### src/rtl/pooling_pkg.sv
// Shared definitions for the pooling datapath: window indexing, the pixel
// typedef pattern and window-count arithmetic reused by the PE scoreboard.
package pooling_pkg;

    localparam int DEF_DATA_WIDTH = 8;
    localparam int DEF_CHANNEL    = 1;

    // Pixel pattern: channel-major packed sample array. Modules redeclare it
    // with their own parameters so channel c sits at [c*DATA_WIDTH +: DATA_WIDTH].
    typedef logic [DEF_CHANNEL-1:0][DEF_DATA_WIDTH-1:0] pixel_t;

    // Flat position of window pixel (row r, column c) in a k x k window.
    function automatic int win_idx(input int r, input int c, input int k);
        return r * k + c;
    endfunction

    // Number of stride-aligned windows that fit along an axis of n pixels.
    function automatic int windows_per_axis(input int n, input int k, input int s);
        return (n - k) / s + 1;
    endfunction

    // Coordinate of the bottom/right pixel of the last window along an axis.
    function automatic int last_aligned(input int n, input int k, input int s);
        return k - 1 + (windows_per_axis(n, k, s) - 1) * s;
    endfunction

endpackage

### src/rtl/pe_line_buffer.sv
// One image-row delay: circular RAM addressed by the column counter. The
// read returns the pixel written one row earlier at the same column, and the
// new pixel overwrites it on the same accepting edge.
module pe_line_buffer
    import pooling_pkg::*;
#(
    parameter  int pWIDTH = 8,
    parameter  int pDEPTH = 32,
    localparam int AW     = (pDEPTH > 1) ? $clog2(pDEPTH) : 1
) (
    input  logic              clk,
    input  logic              en,
    input  logic [AW-1:0]     addr,
    input  logic [pWIDTH-1:0] wr_data,
    output logic [pWIDTH-1:0] rd_data
);

    logic [pWIDTH-1:0] mem [pDEPTH];

    // Read-before-write: the combinational read sees the old row's pixel.
    assign rd_data = mem[addr];

    // Row storage write on every accepted pixel.
    // NOTE: memory arrays are deliberately left out of reset; every column is
    // rewritten before a window can ever read it, and a reset here would
    // prevent RAM inference. Non-blocking assignment keeps the write ordered
    // after all same-edge reads of the cascade.
    always_ff @(posedge clk) begin
        if (en) begin
            mem[addr] <= wr_data;
        end
    end

endmodule

### src/rtl/pe_pooling_window.sv
// Window-forming stage ahead of the pooling PE: buffers K-1 rows of a
// raster pixel stream and emits each stride-aligned K x K receptive field as
// a one-cycle strobe on a flat bus.
module pe_pooling_window
    import pooling_pkg::*;
#(
    parameter int pDATA_WIDTH  = 8,
    parameter int pCHANNEL     = 1,
    parameter int pKERNEL_SIZE = 3,
    parameter int pSTRIDE      = 3,
    parameter int pIMG_WIDTH   = 32,
    parameter int pIMG_HEIGHT  = 32
) (
    input  logic                                                  clk,
    input  logic                                                  rst,
    input  logic                                                  in_valid,
    output logic                                                  in_ready,
    input  logic [pDATA_WIDTH*pCHANNEL-1:0]                       in_data,
    input  logic                                                  out_ready,
    output logic                                                  out_valid,
    output logic [pDATA_WIDTH*pCHANNEL*pKERNEL_SIZE*pKERNEL_SIZE-1:0] out_data,
    output logic                                                  out_last
);

    localparam int K     = pKERNEL_SIZE;
    localparam int S     = pSTRIDE;
    localparam int W     = pIMG_WIDTH;
    localparam int H     = pIMG_HEIGHT;
    localparam int PIX_W = pDATA_WIDTH * pCHANNEL;
    localparam int OUT_W = PIX_W * K * K;
    localparam int CW    = (W > 1) ? $clog2(W) : 1;
    localparam int RW    = (H > 1) ? $clog2(H) : 1;
    localparam int PHW   = (S > 1) ? $clog2(S) : 1;

    localparam logic [CW-1:0]  COL_MAX  = CW'(W - 1);
    localparam logic [CW-1:0]  COL_K    = CW'(K - 1);
    localparam logic [CW-1:0]  COL_LAST = CW'(last_aligned(W, K, S));
    localparam logic [RW-1:0]  ROW_MAX  = RW'(H - 1);
    localparam logic [RW-1:0]  ROW_K    = RW'(K - 1);
    localparam logic [RW-1:0]  ROW_LAST = RW'(last_aligned(H, K, S));
    localparam logic [PHW-1:0] PH_MAX   = PHW'(S - 1);

    typedef logic [pCHANNEL-1:0][pDATA_WIDTH-1:0] pix_t;

    logic [CW-1:0]  col_q;
    logic [RW-1:0]  row_q;
    logic [PHW-1:0] col_ph_q;
    logic [PHW-1:0] row_ph_q;
    logic           accept;
    logic           emit;
    logic           is_last;
    logic           col_wrap;
    logic           row_wrap;
    pix_t           in_pix;
    pix_t           lb_in   [K-1];
    pix_t           lb_out  [K-1];
    pix_t           col_vec [K];
    pix_t           win_q   [K][K];
    pix_t           win_d   [K][K];
    logic [OUT_W-1:0] out_d;

    // The whole stage stalls with the consumer; there is no skid buffer.
    assign in_ready = out_ready & ~rst;
    assign accept   = in_valid & in_ready;
    assign in_pix   = in_data;

    assign col_wrap = (col_q == COL_MAX);
    assign row_wrap = (row_q == ROW_MAX);
    assign emit     = accept & (row_q >= ROW_K) & (col_q >= COL_K)
                      & (row_ph_q == '0) & (col_ph_q == '0);
    assign is_last  = (row_q == ROW_LAST) & (col_q == COL_LAST);

    // Raster position and stride phase of the pixel being accepted.
    always_ff @(posedge clk) begin
        if (rst) begin
            col_q    <= '0;
            row_q    <= '0;
            col_ph_q <= '0;
            row_ph_q <= '0;
        end else if (accept) begin
            if (col_wrap) begin
                col_q    <= '0;
                col_ph_q <= '0;
                if (row_wrap) begin
                    row_q    <= '0;
                    row_ph_q <= '0;
                end else begin
                    row_q <= row_q + 1'b1;
                    if (row_q >= ROW_K) begin
                        row_ph_q <= (row_ph_q == PH_MAX) ? '0 : row_ph_q + 1'b1;
                    end
                end
            end else begin
                col_q <= col_q + 1'b1;
                if (col_q >= COL_K) begin
                    col_ph_q <= (col_ph_q == PH_MAX) ? '0 : col_ph_q + 1'b1;
                end
            end
        end
    end

    // Cascaded row delays: buffer j outputs the pixel from row-(j+1).
    for (genvar j = 0; j < K - 1; j++) begin : g_lb
        if (j == 0) begin : g_head
            assign lb_in[j] = in_pix;
        end else begin : g_chain
            assign lb_in[j] = lb_out[j-1];
        end

        pe_line_buffer #(
            .pWIDTH (PIX_W),
            .pDEPTH (W)
        ) u_line_buffer (
            .clk     (clk),
            .en      (accept),
            .addr    (col_q),
            .wr_data (lb_in[j]),
            .rd_data (lb_out[j])
        );
    end

    // Column vector, top (oldest row) first; the live pixel is the bottom entry.
    for (genvar r = 0; r < K - 1; r++) begin : g_col_vec
        assign col_vec[r] = lb_out[K-2-r];
    end
    assign col_vec[K-1] = in_pix;

    // Next window: shift left one column and append the column vector.
    for (genvar r = 0; r < K; r++) begin : g_win_row
        for (genvar c = 0; c < K - 1; c++) begin : g_win_shift
            assign win_d[r][c] = win_q[r][c+1];
        end
        assign win_d[r][K-1] = col_vec[r];

        for (genvar c = 0; c < K; c++) begin : g_pack
            assign out_d[win_idx(r, c, K)*PIX_W +: PIX_W] = win_d[r][c];
        end
    end

    // Window register advances on every accepted pixel.
    always_ff @(posedge clk) begin
        if (rst) begin
            for (int r = 0; r < K; r++) begin
                for (int c = 0; c < K; c++) begin
                    win_q[r][c] <= '0;
                end
            end
        end else if (accept) begin
            for (int r = 0; r < K; r++) begin
                for (int c = 0; c < K; c++) begin
                    win_q[r][c] <= win_d[r][c];
                end
            end
        end
    end

    // Output strobe one cycle after the bottom-right pixel; data holds between windows.
    always_ff @(posedge clk) begin
        if (rst) begin
            out_valid <= 1'b0;
            out_last  <= 1'b0;
            out_data  <= '0;
        end else begin
            out_valid <= emit;
            out_last  <= emit & is_last;
            if (emit) begin
                out_data <= out_d;
            end
        end
    end

endmodule

### config.mk
export PLATFORM = sky130hd
export DESIGN_NAME = pe_pooling_window
export DESIGN_NICKNAME = d
export VERILOG_FILES = /design/src/rtl/pooling_pkg.sv /design/src/rtl/pe_line_buffer.sv /design/src/rtl/pe_pooling_window.sv
export SDC_FILE = /design/constraint.sdc
export NUM_CORES = 1
export LEC_CHECK = 0
export ABC_CLOCK_PERIOD_IN_PS = 5700
export CAP_MARGIN = 30
export CORE_AREA = 2 2 214 216
export DETAILED_ROUTE_END_ITERATION = 8
export DIE_AREA = 0 0 216 218
export GPL_TIMING_DRIVEN = 0
export PLACE_DENSITY = 0.76
export SYNTH_ARGS = -nofsm -noshare
export SYNTH_HDL_FRONTEND = slang
export SYNTH_HIERARCHICAL = 1
export SYNTH_SLANG_ARGS = --single-unit
### constraint.sdc
create_clock -name clk -period 5.7 [get_ports clk]
set_clock_uncertainty 0.2 [all_clocks]
set_input_delay 0.57 -clock clk [delete_from_list [all_inputs] [get_ports clk]]
set_output_delay 0.57 -clock clk [all_outputs]
set_load 0.005 [all_outputs]
# Word level (Yosys, flattened, before mapping)
# Memories as Yosys holds them, arrays and structs flattened. A register that Yosys moved wholly into a read port is not among the register bits.
# Index checks and enable logic that the tools add are counted.
[classes]
add_sub_neg = 4
n_lt_le_gt_ge = 2
eq_ne = 6
mux = 27
bitwise = 18
n_reduce_logical = 7
[op_table]
columns = ["operator", "count"]
rows = [
  ["8-bit 2-to-1 mux", 9],
  ["5-bit 2-to-1 mux", 6],
  ["5-bit equality test, second input constant", 4],
  ["2-bit 2-to-1 mux", 6],
  ["5-bit by 1-bit adder with 5-bit output, second input constant", 2],
  ["5-bit by 2-bit greater-or-equal comparator with 1-bit output, second input constant", 2],
  ["1-bit OR", 9],
  ["1-bit AND", 8],
  ["1-bit 2-to-1 mux", 6],
  ["2-bit by 1-bit adder with 2-bit output, second input constant", 2],
  ["2-bit equality test, second input constant", 2],
  ["2-bit logical NOT", 2],
  ["2-bit AND reduction", 2],
  ["2-bit nonzero test", 2],
  ["3-bit AND reduction", 1],
  ["1-bit inverter", 1],
]
[totals]
regBits = 88
mem_bits_rw = 584
word_cells = 74
n_memories = 3
[mem_list]
columns = ["memory", "words", "width", "read_ports", "rd_clocked_by_memory_dff", "wr", "line", "rtl"]
rows = [
  ["g_lb[0].u_line_buffer.mem", 32, 8, 1, 1, 1, "pe_line_buffer.sv:18", "logic [pWIDTH-1:0] mem [pDEPTH];"],
  ["g_lb[1].u_line_buffer.mem", 32, 8, 1, 1, 1, "pe_line_buffer.sv:18", ""],
  ["win_q", 3, 24, 3, 0, 3, "pe_pooling_window.sv:58", "pix_t win_q [K][K];"],
]

# Longest topological paths before layout
[depth]
ltp_word = 8
mapped_depth = 9
mapped_depth_nobuf = 7

# Cells and area by module
# The synthesis kept the hierarchy.
[by_module_without_submodules]
columns = ["module", "n_inst", "cells_each", "area_each_um2", "seq_area_each_um2"]
rows = [
  ["pe_line_buffer", 2, 568, 10045.9, 7687.4],
  ["pe_pooling_window", 1, 529, 5950.7, 3203.1],
]

# Worst setup path before layout
# Ideal clock, no wire load.
[synth_timing]
path_type = "in2reg"
startpoint = "in rst"
endpoint = "mem g_lb[0].u_line_buffer.mem[24][0] (enable)"
setup_time_ns = 0.383
t_arrival_ns = 2.632
required_ns = 5.117
setup_slack_ns = 2.485
cell_stages = 7
n_path_buf = 3
cell_sequence = "clkbuf_8 -> nand3b_4 -> inv_1 -> clkbuf_1 -> or3b_2 -> clkbuf_1 -> nor3_1"
[synth_between]
elab_chain_len = 5
[synth_lines]
columns = ["element", "line", "rtl"]
rows = [
  ["start, declared", "pe_pooling_window.sv:15", "input logic rst,"],
  ["1-bit inverter", "pe_pooling_window.sv:63", "assign in_ready = out_ready & ~rst;"],
  ["1-bit AND", "pe_pooling_window.sv:63", ""],
  ["1-bit AND", "pe_pooling_window.sv:64", "assign accept = in_valid & in_ready;"],
  ["named net accept", "pe_pooling_window.sv:49", "logic accept;"],
  ["1-bit 2-to-1 mux", "pe_line_buffer.sv:29", "if (en) begin"],
  ["1-bit 2-to-1 mux (implied by the code)", "pe_line_buffer.sv:30", "mem[addr] <= wr_data;"],
  ["end, declared", "pe_line_buffer.sv:18", ""],
]
# The timed path passes the listed nets, and every way through them passes these cells.

==> flow_metrics.tcl <==
set metrics [dict create \
    outcome "finished, final reports clean" \
    route.detailed.drc 0 \
    finalHoldViolations 0 \
    internal-power_mw 7.77 \
    io_pins 87 \
    cts_root_buf "clkbuf_16" \
    reg2reg_slack_ns 1.68 \
    cts_max_level 2 \
    vias 15348 \
    grt_pass1_wl_um 89500 \
    rows 78 \
    worstPathMaxFanout 21 \
    cts-hold-fix-buffers 0 \
    first_pass_iters 5 \
    num_antenna_cells 0 \
    seqPwrFrac_pct 53.4 \
    clkTransAtPathRegs_ns 0.07 \
    fin_tns_setup_ns 0 \
    pwr-share-comb_pct 4.3 \
    via_per_inst 6.18 \
    ys_seq_area_share_pct 71.3 \
    final_util_pct 67.1 \
    clockBufferDepth 3 \
    die_y_um 218 \
    grt_overflow 0 \
    regArea_mm2 0.0186 \
    synth_edf_count 560 \
    rsz0062_at_grt "no" \
    leakage_nw 9.37 \
    vdd_drop_max_v 0.000238 \
    grt_use_total_pct 25.2 \
    p_switching_mw 2.00 \
    min_period_over_period_pct 70.6 \
    dp_hpwl_um 40300 \
    swShare_pct 20.5 \
    fmax_mhz 249 \
    min_period_ns 4.02 \
    numCtsBuffers 61 \
    pwr_density_cell_mw_per_mm2 324 \
    cap_violations 0 \
    drv_slew 0 \
    syn_nets 1685 \
    dpl_worst_slack_ns 1.42 \
    tightestPinTransition_ns 1.02 \
    end_kind "register" \
    synth_warnings 6 \
    netlist_area_mm2 0.0260 \
    holdCritPathClass "in -> reg" \
    start_util_pct 58.0 \
    antenna_found_initial 0 \
    wl_per_cell_um 23.7 \
    drt_iter0_drc 1631 \
    fp.dieW_um 216 \
    post-cts-setup-buffers 0 \
    core_region_area_mm2 0.0449 \
    drive_gt1_share_pct 16.3 \
    gp_congestion 0.883 \
    clock_sink_count 648 \
    cts_tree "built" \
    post_cts_resized 0 \
    syn_area_per_cell_um2 15.6 \
    finalNetCount 1858 \
    synth_cell_types 53 \
    crit_type "reg -> reg" \
    arrival_ns 4.17 \
    finalSetupViolCount 0 \
    p_clk_share_pct 42.3 \
    syn_to_final_growth_pct 15.7 \
    relSlewSlack_pct 31.7 \
    ys_ff_latch 648 \
    final_antenna_net_count 0 \
    portBuffers 85 \
    wl_um 58800 \
    crit_path_start_kind "register" \
    synthArstFlopShare_pct 0 \
    postLayoutSetupSlackWorst_ns 1.68 \
    multi_input_area_mm2 0.00664 \
    dieArea_mm2 0.0471 \
    grt_max_degree 41 \
    num-fill-cells 3019 \
    cp.required_ns 5.85 \
    yosys_most_used_dff "edfxtp_1" \
    grt_pass1_vias 15191 \
    clk_latency_ns 0.63 \
    syn_inst 1665 \
]
[worst max-delay path, stage by stage, from the launching register on]
cell	delay [ns]
dfxtp_1	0.50
clkbuf_1	0.28
buf_2	0.27
buf_2	0.41
mux2i_1	0.25
o22ai_1	0.14
nor4_1	0.66
nand2_1	0.65
buf_16	0.36
[sequential cells by signal, indices dropped and copies added (netlist names)]
register                count
win_q                      48
row_ph_q                    2
col_q                       5
row_q                       5
g_lb.u_line_buffer/mem    512
out_last                    1
out_valid                   1
out_data                   72
col_ph_q                    2
[worst paths after layout]
check / depth (start not counted) / start / end
worst max-delay path: 8 / col_q[1] / g_lb[1].u_line_buffer/mem[29][2]
worst min-delay path: 3 / rst / out_data[56]
worst max register to register: 8 / col_q[1] / g_lb[1].u_line_buffer/mem[29][2]
worst min register to register: 2 / out_data[30] / out_data[30]
[synthesized netlist by cell type (all sizes together) (2+ instances only)]
library cell	number	area share, %
and3	2	0.048
o22ai	128	3.1
or4bb	2	0.086
nand2	25	0.36
or4	5	0.17
nor4	33	0.79
nand4bb	10	0.43
dfxtp	88	6.8
a31oi	2	0.048
nand3b	12	0.39
inv	7	0.10
and2	48	1.2
edfxtp	560	65
clkbuf	34	0.92
buf	79	2.0
nand3	80	1.9
a21oi	82	2.6
o21ai	78	1.5
or4b	9	0.35
or3b	6	0.20
dlygate4sd1	3	0.10
or3	2	0.048
nor3	12	0.23
nor2	68	0.98
mux2i	257	9.9
ha	8	0.38
nand4b	9	0.30
nand4	4	0.096
[metrics by stage]
stage | instance area (um2) | cells | power [mW] | hold slack, ns
final | 30100 | 2484 | 9.77 | 0.184
after global routing | 30100 | 2484 | 10.0 | 0.182
after CTS | 30100 | 2484 | 9.81 | 0.163
after detailed placement | 28100 | 2375 | 5.73 | 0.291
after global placement | 27600 | 2350 | 5.68 | 0.274
after floorplan | 26000 | 1665 | 5.54 | 0.256
[power by group through the flow]
| stage | clock network (mW) | logic, mW | registers, mW |
|---|---|---|---|
| final | 4.13 | 0.423 | 5.21 |
| after global routing | 4.36 | 0.450 | 5.21 |
| after CTS | 4.18 | 0.421 | 5.21 |
| after detailed placement | 0 | 0.420 | 5.31 |
| after global placement | 0 | 0.366 | 5.32 |
| after floorplan | 0 | 0.231 | 5.31 |
[cells in the final DEF, fill, tap and decap left out, drive strengths merged, types with 3 or more instances in the layout]
master,instances
ha,8
nor3,12
nand2,25
nand4bb,10
clkdlybuf4s50,85
or3b,6
bufinv,8
inv,8
dlygate4sd1,3
clkbuf,113
a21oi,82
mux2i,257
o22ai,128
edfxtp,560
or4,5
nor2,68
nand3b,12
or4b,9
clkinvlp,3
nor4,33
dfxtp,88
o21ai,78
nand4,4
nand4b,9
clkinv,18
nand3,80
and2,48
buf,104
[per-layer routing]
metal	GRT usage (%)	wire [um]	vias to the layer above
met2	40.0	27400	762
met5	0	0	-
li1	-	-	6852
met3	5.36	5270	134
met1	34.7	24200	7600
met4	9.27	1950	0
[kinds of logic (layout without fill, tap and decap cells)]
kind of cell | after synthesis | in the layout | share of synthesized area, %
compound gates | 299 | 299 | 7.62
fa+ha+maj | 8 | 8 | 0.384
buf+inv | 124 | 343 | 3.17
flops | 648 | 648 | 71.3
mux | 257 | 257 | 9.88
simple gates | 329 | 329 | 7.62
[layout make-up]
cell class              count  share of cell area, %
inverters                   7                 0.0872
repair buffers            110                   4.21
well taps                 600                   2.49
plain buffers             117                   2.65
multi-input cells         893                   22.0
clock buffers              79                   5.57
flip-flops and latches    648                   61.7
clock inverters            30                   1.25
Note: power is estimated with default switching activity, not from simulation.
